`config.mk`:
```
export PLATFORM = sky130hd
export DESIGN_NAME = step_alu_reg
export DESIGN_NICKNAME = d
export VERILOG_FILES = /design/src/rtl/step_alu_pkg.sv /design/src/rtl/step_alu_reg_tick_gen.sv /design/src/rtl/step_alu_reg.sv
export SDC_FILE = /design/constraint.sdc
export NUM_CORES = 1
export LEC_CHECK = 0
export CAP_MARGIN = 15
export CORE_ASPECT_RATIO = 0.8
export CORE_UTILIZATION = 35
export DETAILED_ROUTE_END_ITERATION = 12
export PLACE_DENSITY = 0.54
export SKIP_CTS_REPAIR_TIMING = 1
export SLEW_MARGIN = 40
export SYNTH_ARGS = -nofsm -noshare
export SYNTH_HDL_FRONTEND = slang
export SYNTH_SLANG_ARGS = --single-unit
```
`constraint.sdc`:
```
create_clock -name clk -period 3.7 [get_ports clk]
set_input_delay 0.74 -clock clk [delete_from_list [all_inputs] [get_ports clk]]
set_output_delay 0.74 -clock clk [all_outputs]
set_load 0.005 [all_outputs]
```
`src/rtl/step_alu_pkg.sv`:
```
// Shared encodings for step_alu_reg: operation select and run-control states.
package step_alu_pkg;

  typedef enum logic [1:0] {
    OP_LOAD  = 2'b00,
    OP_ADD   = 2'b01,
    OP_XOR   = 2'b10,
    OP_SHIFT = 2'b11
  } op_e;

  typedef enum logic [1:0] {
    ST_IDLE = 2'b00,
    ST_RUN  = 2'b01,
    ST_DONE = 2'b10
  } state_e;

endpackage

```
`src/rtl/step_alu_reg_tick_gen.sv`:
```
// Free-running prescaler: tick is high for one clk every 2^PRESCALE_BITS clocks.
module tick_gen #(
  parameter int PRESCALE_BITS = 26
) (
  input  logic clk,
  input  logic reset,
  output logic tick
);

  logic [PRESCALE_BITS-1:0] cnt_q;

  always_ff @(posedge clk or posedge reset) begin
    if (reset) cnt_q <= '0;
    else       cnt_q <= cnt_q + PRESCALE_BITS'(1);
  end

  assign tick = &cnt_q;

endmodule

```
`src/rtl/step_alu_reg.sv`:
```
// Stepped ALU register: applies a latched op to q once per prescaler tick for a programmed step count.
// Define STEP_ALU_ROTATE_EN to make SHIFT rotate (with carry collecting the rotated-out bit).
module step_alu_reg
  import step_alu_pkg::*;
#(
  parameter int WIDTH         = 5,
  parameter int PRESCALE_BITS = 26,
  parameter int STEP_BITS     = 4
) (
  input  logic                 clk,
  input  logic                 reset,
  input  logic                 start,
  input  logic [1:0]           op,
  input  logic                 shift_dir,
  input  logic [STEP_BITS-1:0] steps,
  input  logic [WIDTH-1:0]     din,
  output logic [WIDTH-1:0]     q,
  output logic                 busy,
  output logic                 done,
  output logic                 carry
);

  // Returns {carry_out, shifted_value} for a one-bit shift toward dir (1 = right).
  function automatic logic [WIDTH:0] shift_step(input logic [WIDTH-1:0] v,
                                                input logic dir,
                                                input logic c);
`ifdef STEP_ALU_ROTATE_EN
    if (dir) shift_step = {c | v[0], v[0], v[WIDTH-1:1]};
    else     shift_step = {c | v[WIDTH-1], v[WIDTH-2:0], v[WIDTH-1]};
`else
    if (dir) shift_step = {c, 1'b0, v[WIDTH-1:1]};
    else     shift_step = {c, v[WIDTH-2:0], 1'b0};
`endif
  endfunction

  logic                 tick;
  state_e               state_q;
  op_e                  op_q;
  logic                 dir_q;
  logic [STEP_BITS-1:0] rem_q;
  logic [WIDTH-1:0]     operand_q;
  logic [WIDTH-1:0]     q_q, q_d;
  logic                 carry_q, carry_d;
  logic                 busy_q, done_q;
  logic [WIDTH:0]       sum;

  tick_gen #(.PRESCALE_BITS(PRESCALE_BITS)) u_tick_gen (
    .clk   (clk),
    .reset (reset),
    .tick  (tick)
  );

  always_comb begin
    q_d     = q_q;
    carry_d = carry_q;
    sum     = {1'b0, q_q} + {1'b0, operand_q};
    case (op_q)
      OP_LOAD: q_d = operand_q;
      OP_ADD: begin
        q_d     = sum[WIDTH-1:0];
        carry_d = carry_q | sum[WIDTH];
      end
      OP_XOR:  q_d = q_q ^ operand_q;
      default: {carry_d, q_d} = shift_step(q_q, dir_q, carry_q);
    endcase
  end

  always_ff @(posedge clk or posedge reset) begin
    if (reset) begin
      state_q   <= ST_IDLE;
      op_q      <= OP_LOAD;
      dir_q     <= 1'b0;
      rem_q     <= '0;
      operand_q <= '0;
      q_q       <= '0;
      carry_q   <= 1'b0;
      busy_q    <= 1'b0;
      done_q    <= 1'b0;
    end else begin
      done_q <= 1'b0;
      case (state_q)
        ST_IDLE: begin
          // A tick coinciding with start is deliberately dropped: only RUN consumes ticks.
          if (start) begin
            operand_q <= din;
            op_q      <= op_e'(op);
            dir_q     <= shift_dir;
            rem_q     <= steps;
            carry_q   <= 1'b0;
            if (steps == '0) begin
              state_q <= ST_DONE;
              done_q  <= 1'b1;
            end else begin
              state_q <= ST_RUN;
              busy_q  <= 1'b1;
            end
          end
        end
        ST_RUN: begin
          if (tick) begin
            q_q     <= q_d;
            carry_q <= carry_d;
            rem_q   <= rem_q - STEP_BITS'(1);
            if (rem_q == STEP_BITS'(1)) begin
              state_q <= ST_DONE;
              busy_q  <= 1'b0;
              done_q  <= 1'b1;
            end
          end
        end
        default: state_q <= ST_IDLE;
      endcase
    end
  end

  assign q     = q_q;
  assign busy  = busy_q;
  assign done  = done_q;
  assign carry = carry_q;

endmodule
```
==> impl_results.md <==
- DRT Pass-1 Iters: 4
- P&R area growth vs syn: 16.63%
- Crit Path Class: reg2reg
- Hold Path Sink: u_tick_gen.cnt_q[19]
- LEAKAGE: 1.311 nW
- Power share of the sequential group: 0.501
- Seq/Total Area, Yosys: 0.4883
- Post-layout nets: 267
- Main flop type after synthesis: dfrtp_1
- Highest clock rate: between 0.4 and 0.5 GHz
- Sw Pwr: 0.4084 mW
- Register bit total from synthesis: 48
- Sw Ratio: 0.2974
- Fillers: 634
- Avg WL per Cell: 13.43 µm
- RR Startpoint: q[0]
- Via count: 1610
- CTS Buf Count: 5
- Final Hold Fails: 0
- Power per cell area: 478.6 nW/µm²
- Layout cells sized above 1: 0.1276
- Final Max Tran Viols: 0
- Capturing point of the worst reg2reg path: q[4]
- Initial Utilization: 0.3743
- DRT antenna net count: 0
- Startpoint types: flip-flop
- # clock sinks: 48
- Clock skew: between 8 and 9 ps
- Peak supply drop: 0.1966 mV
- TritonCTS clock tree: built
- Drt total wl: approximately 4400 µm
- CP Cell Sequence: ha_1, inv_1, fa_1, nand2b_1, a21oi_1, xor2_1, mux4_2, mux2_2
- CORE AREA: 6571 µm²
- Syn_nets: 243
- Final worst-path cycle share: 0.6052
- FF-to-FF setup slack: 1460 ps
- HP Start: u_tick_gen.cnt_q[19]
- Clock buffer depth: 2
- Yosys cell types: 42
- Most frequent cells in the layout: dfrtp_1, clkdlybuf4s50_1, nand2_1, xnor2_1, nor2_1
- Detailed Route Iter0 Violations: 51
- Number of diodes: 0
- I/O pins: 23
- Mapped Avg Cell Area: 11.23 µm²
- Worst Path Required: approximately 4000 ps
- Final setup viols: 0
- Syn Inst Count: 219
- # rows: 26
- RSZ-0062 raised after global routing: no
- Vias in the first global route: 1584
- CP max FO: 4
- Crit path buffers/inverters: 1
- H-tree depth: 2
- Total negative slack: 0 ps
- Grt ovf: 0
- Worst skew pair latency: 290 ps
- Reg2reg path depth: 8
- P_int: 0.9647 mW
- DIE WIDTH: 95.73 µm
- CP delay by family, top: multiplexers
- Type of destination of the critical path: flip-flop
- Most common cell after layout, fill and taps aside: dfrtp_1
- Initial antenna violation count: 0
- Post-synth EDFFs: 0
- Min-Delay Path Class: reg2reg
- GP Congestion: ~0.79
- Slew @ Worst Pin: 618.7 ps
- Drt drc: 0
- Die area: 7370 µm²
- Max cap viols: 0
- Hpwl dp: 3135 µm
- Final design utilization: 0.4366
- Worst hold path depth: 1
- Largest net degree at the start of global routing: approximately 50
- Routed vias/inst: 4.924
- Root Driver: clkbuf_8
- Clock power frac: 0.244
- Clock transition at the registers of the reported paths: 90 ps
- Mapped cell area: ~2500 µm²
- Ys async rst share: 1.000
- Outcome: finished, final reports clean
- Die Ht: 76.99 µm
- Synth Warn #: 0
- Slowest cell on crit path: mux4_2
- Combinational share of power: 0.255
- First-pass GRT wire length: 7748 µm
- Largest stage delay, worst path: around 440 ps
- PortBufs: 22
- Crit path arrival time: 2430 ps
- Gr usage total: 0.1373
- Min Tclk post-route: 2239 ps
- Slew Limit Headroom: 0.5844
[power groups by stage]
stage | Clock (mW) | Combinational (mW) | Sequential [mW]
detailed placement | 0 | 0.353 | 0.699
floorplan | 0 | 0.326 | 0.640
CTS | 0.350 | 0.354 | 0.688
global route | 0.366 | 0.405 | 0.704
finish | 0.335 | 0.351 | 0.688
global placement | 0 | 0.351 | 0.700
[cells by family after synthesis]
kind of cell    share of synthesized area
fa+ha+maj                         0.04883
buf+inv                           0.02950
mux                               0.09512
flops                              0.4883
simple gates                       0.1760
compound gates                    0.05901
xor+xnor                           0.1033
[state kept, by name, summed over array words and instances (netlist names)]
register and cells:
op_q 2, done 1, q 5, dir_q 1
operand_q 5, carry 1, u_tick_gen.cnt_q 26, busy 1
rem_q 4, state_q 2
[per-layer routing]
layer / track usage / part of all wire / routed length, µm / vias up
li1: - / - / - / 803
met1: 0.2073 / 0.53 / 2339 / 784
met2: 0.1900 / 0.42 / 1856 / 19
met3: 0.03075 / 0.032 / 142 / 4
met4: 0.04925 / 0.013 / 56 / 0
met5: 0 / 0 / 0 / -
[Yosys cell counts (3+ instances only)]
cell type	instances	area, µm²
dfrtp_1	48	1201
nand2_1	20	75.07
xnor2_1	20	175.2
nor2_1	13	48.80
inv_1	12	45.04
nand3_1	12	60.06
mux2_2	11	123.9
xor2_1	9	78.83
ha_1	8	100.1
a21oi_1	7	35.03
nand4_1	6	37.54
o21ai_0	5	25.02
mux4_2	4	90.09
nor2b_1	4	25.02
and4_1	3	26.28
or3_1	3	18.77
[worst max path at each step]
| stage | start | endpoint | slack (ps) | depth (start not counted) |
|---|---|---|---|---|
| floorplan | q[0] | q[4] | 1560 | 8 |
| global placement | q[0] | q[4] | 1510 | 8 |
| detailed placement | start | rem_q[0] | 1460 | 6 |
| CTS | q[0] | q[4] | 1460 | 8 |
| global route | q[0] | q[4] | 1320 | 8 |
| finish | q[0] | q[4] | 1460 | 8 |
[cell type report]
| cell class | instances | area, µm² | share of cell area |
|---|---|---|---|
| inverter | 12 | 47.55 | 0.01657 |
| timing repair buffer | 23 | 227.7 | 0.07937 |
| sequential | 48 | 1201 | 0.4187 |
| tap | 84 | 105.1 | 0.03663 |
| clock buffer | 7 | 96.34 | 0.03358 |
| multi-input combinational | 153 | 1191 | 0.4152 |
[per-stage QoR]
stage               std cells  setup WS, ps  power (mW)  cell area [µm²]  hold WS (ps)
global placement          320          1508       1.052             2770         451.8
detailed placement        320          1460       1.052             2773         454.7
global route              327          1317       1.475             2869         481.7
finish                    327          1461       1.373             2869         464.6
CTS                       327          1457       1.392             2869         471.6
floorplan                 219          1563      0.9660             2460         438.1
No activity file was read; power rests on OpenSTA's default activity.
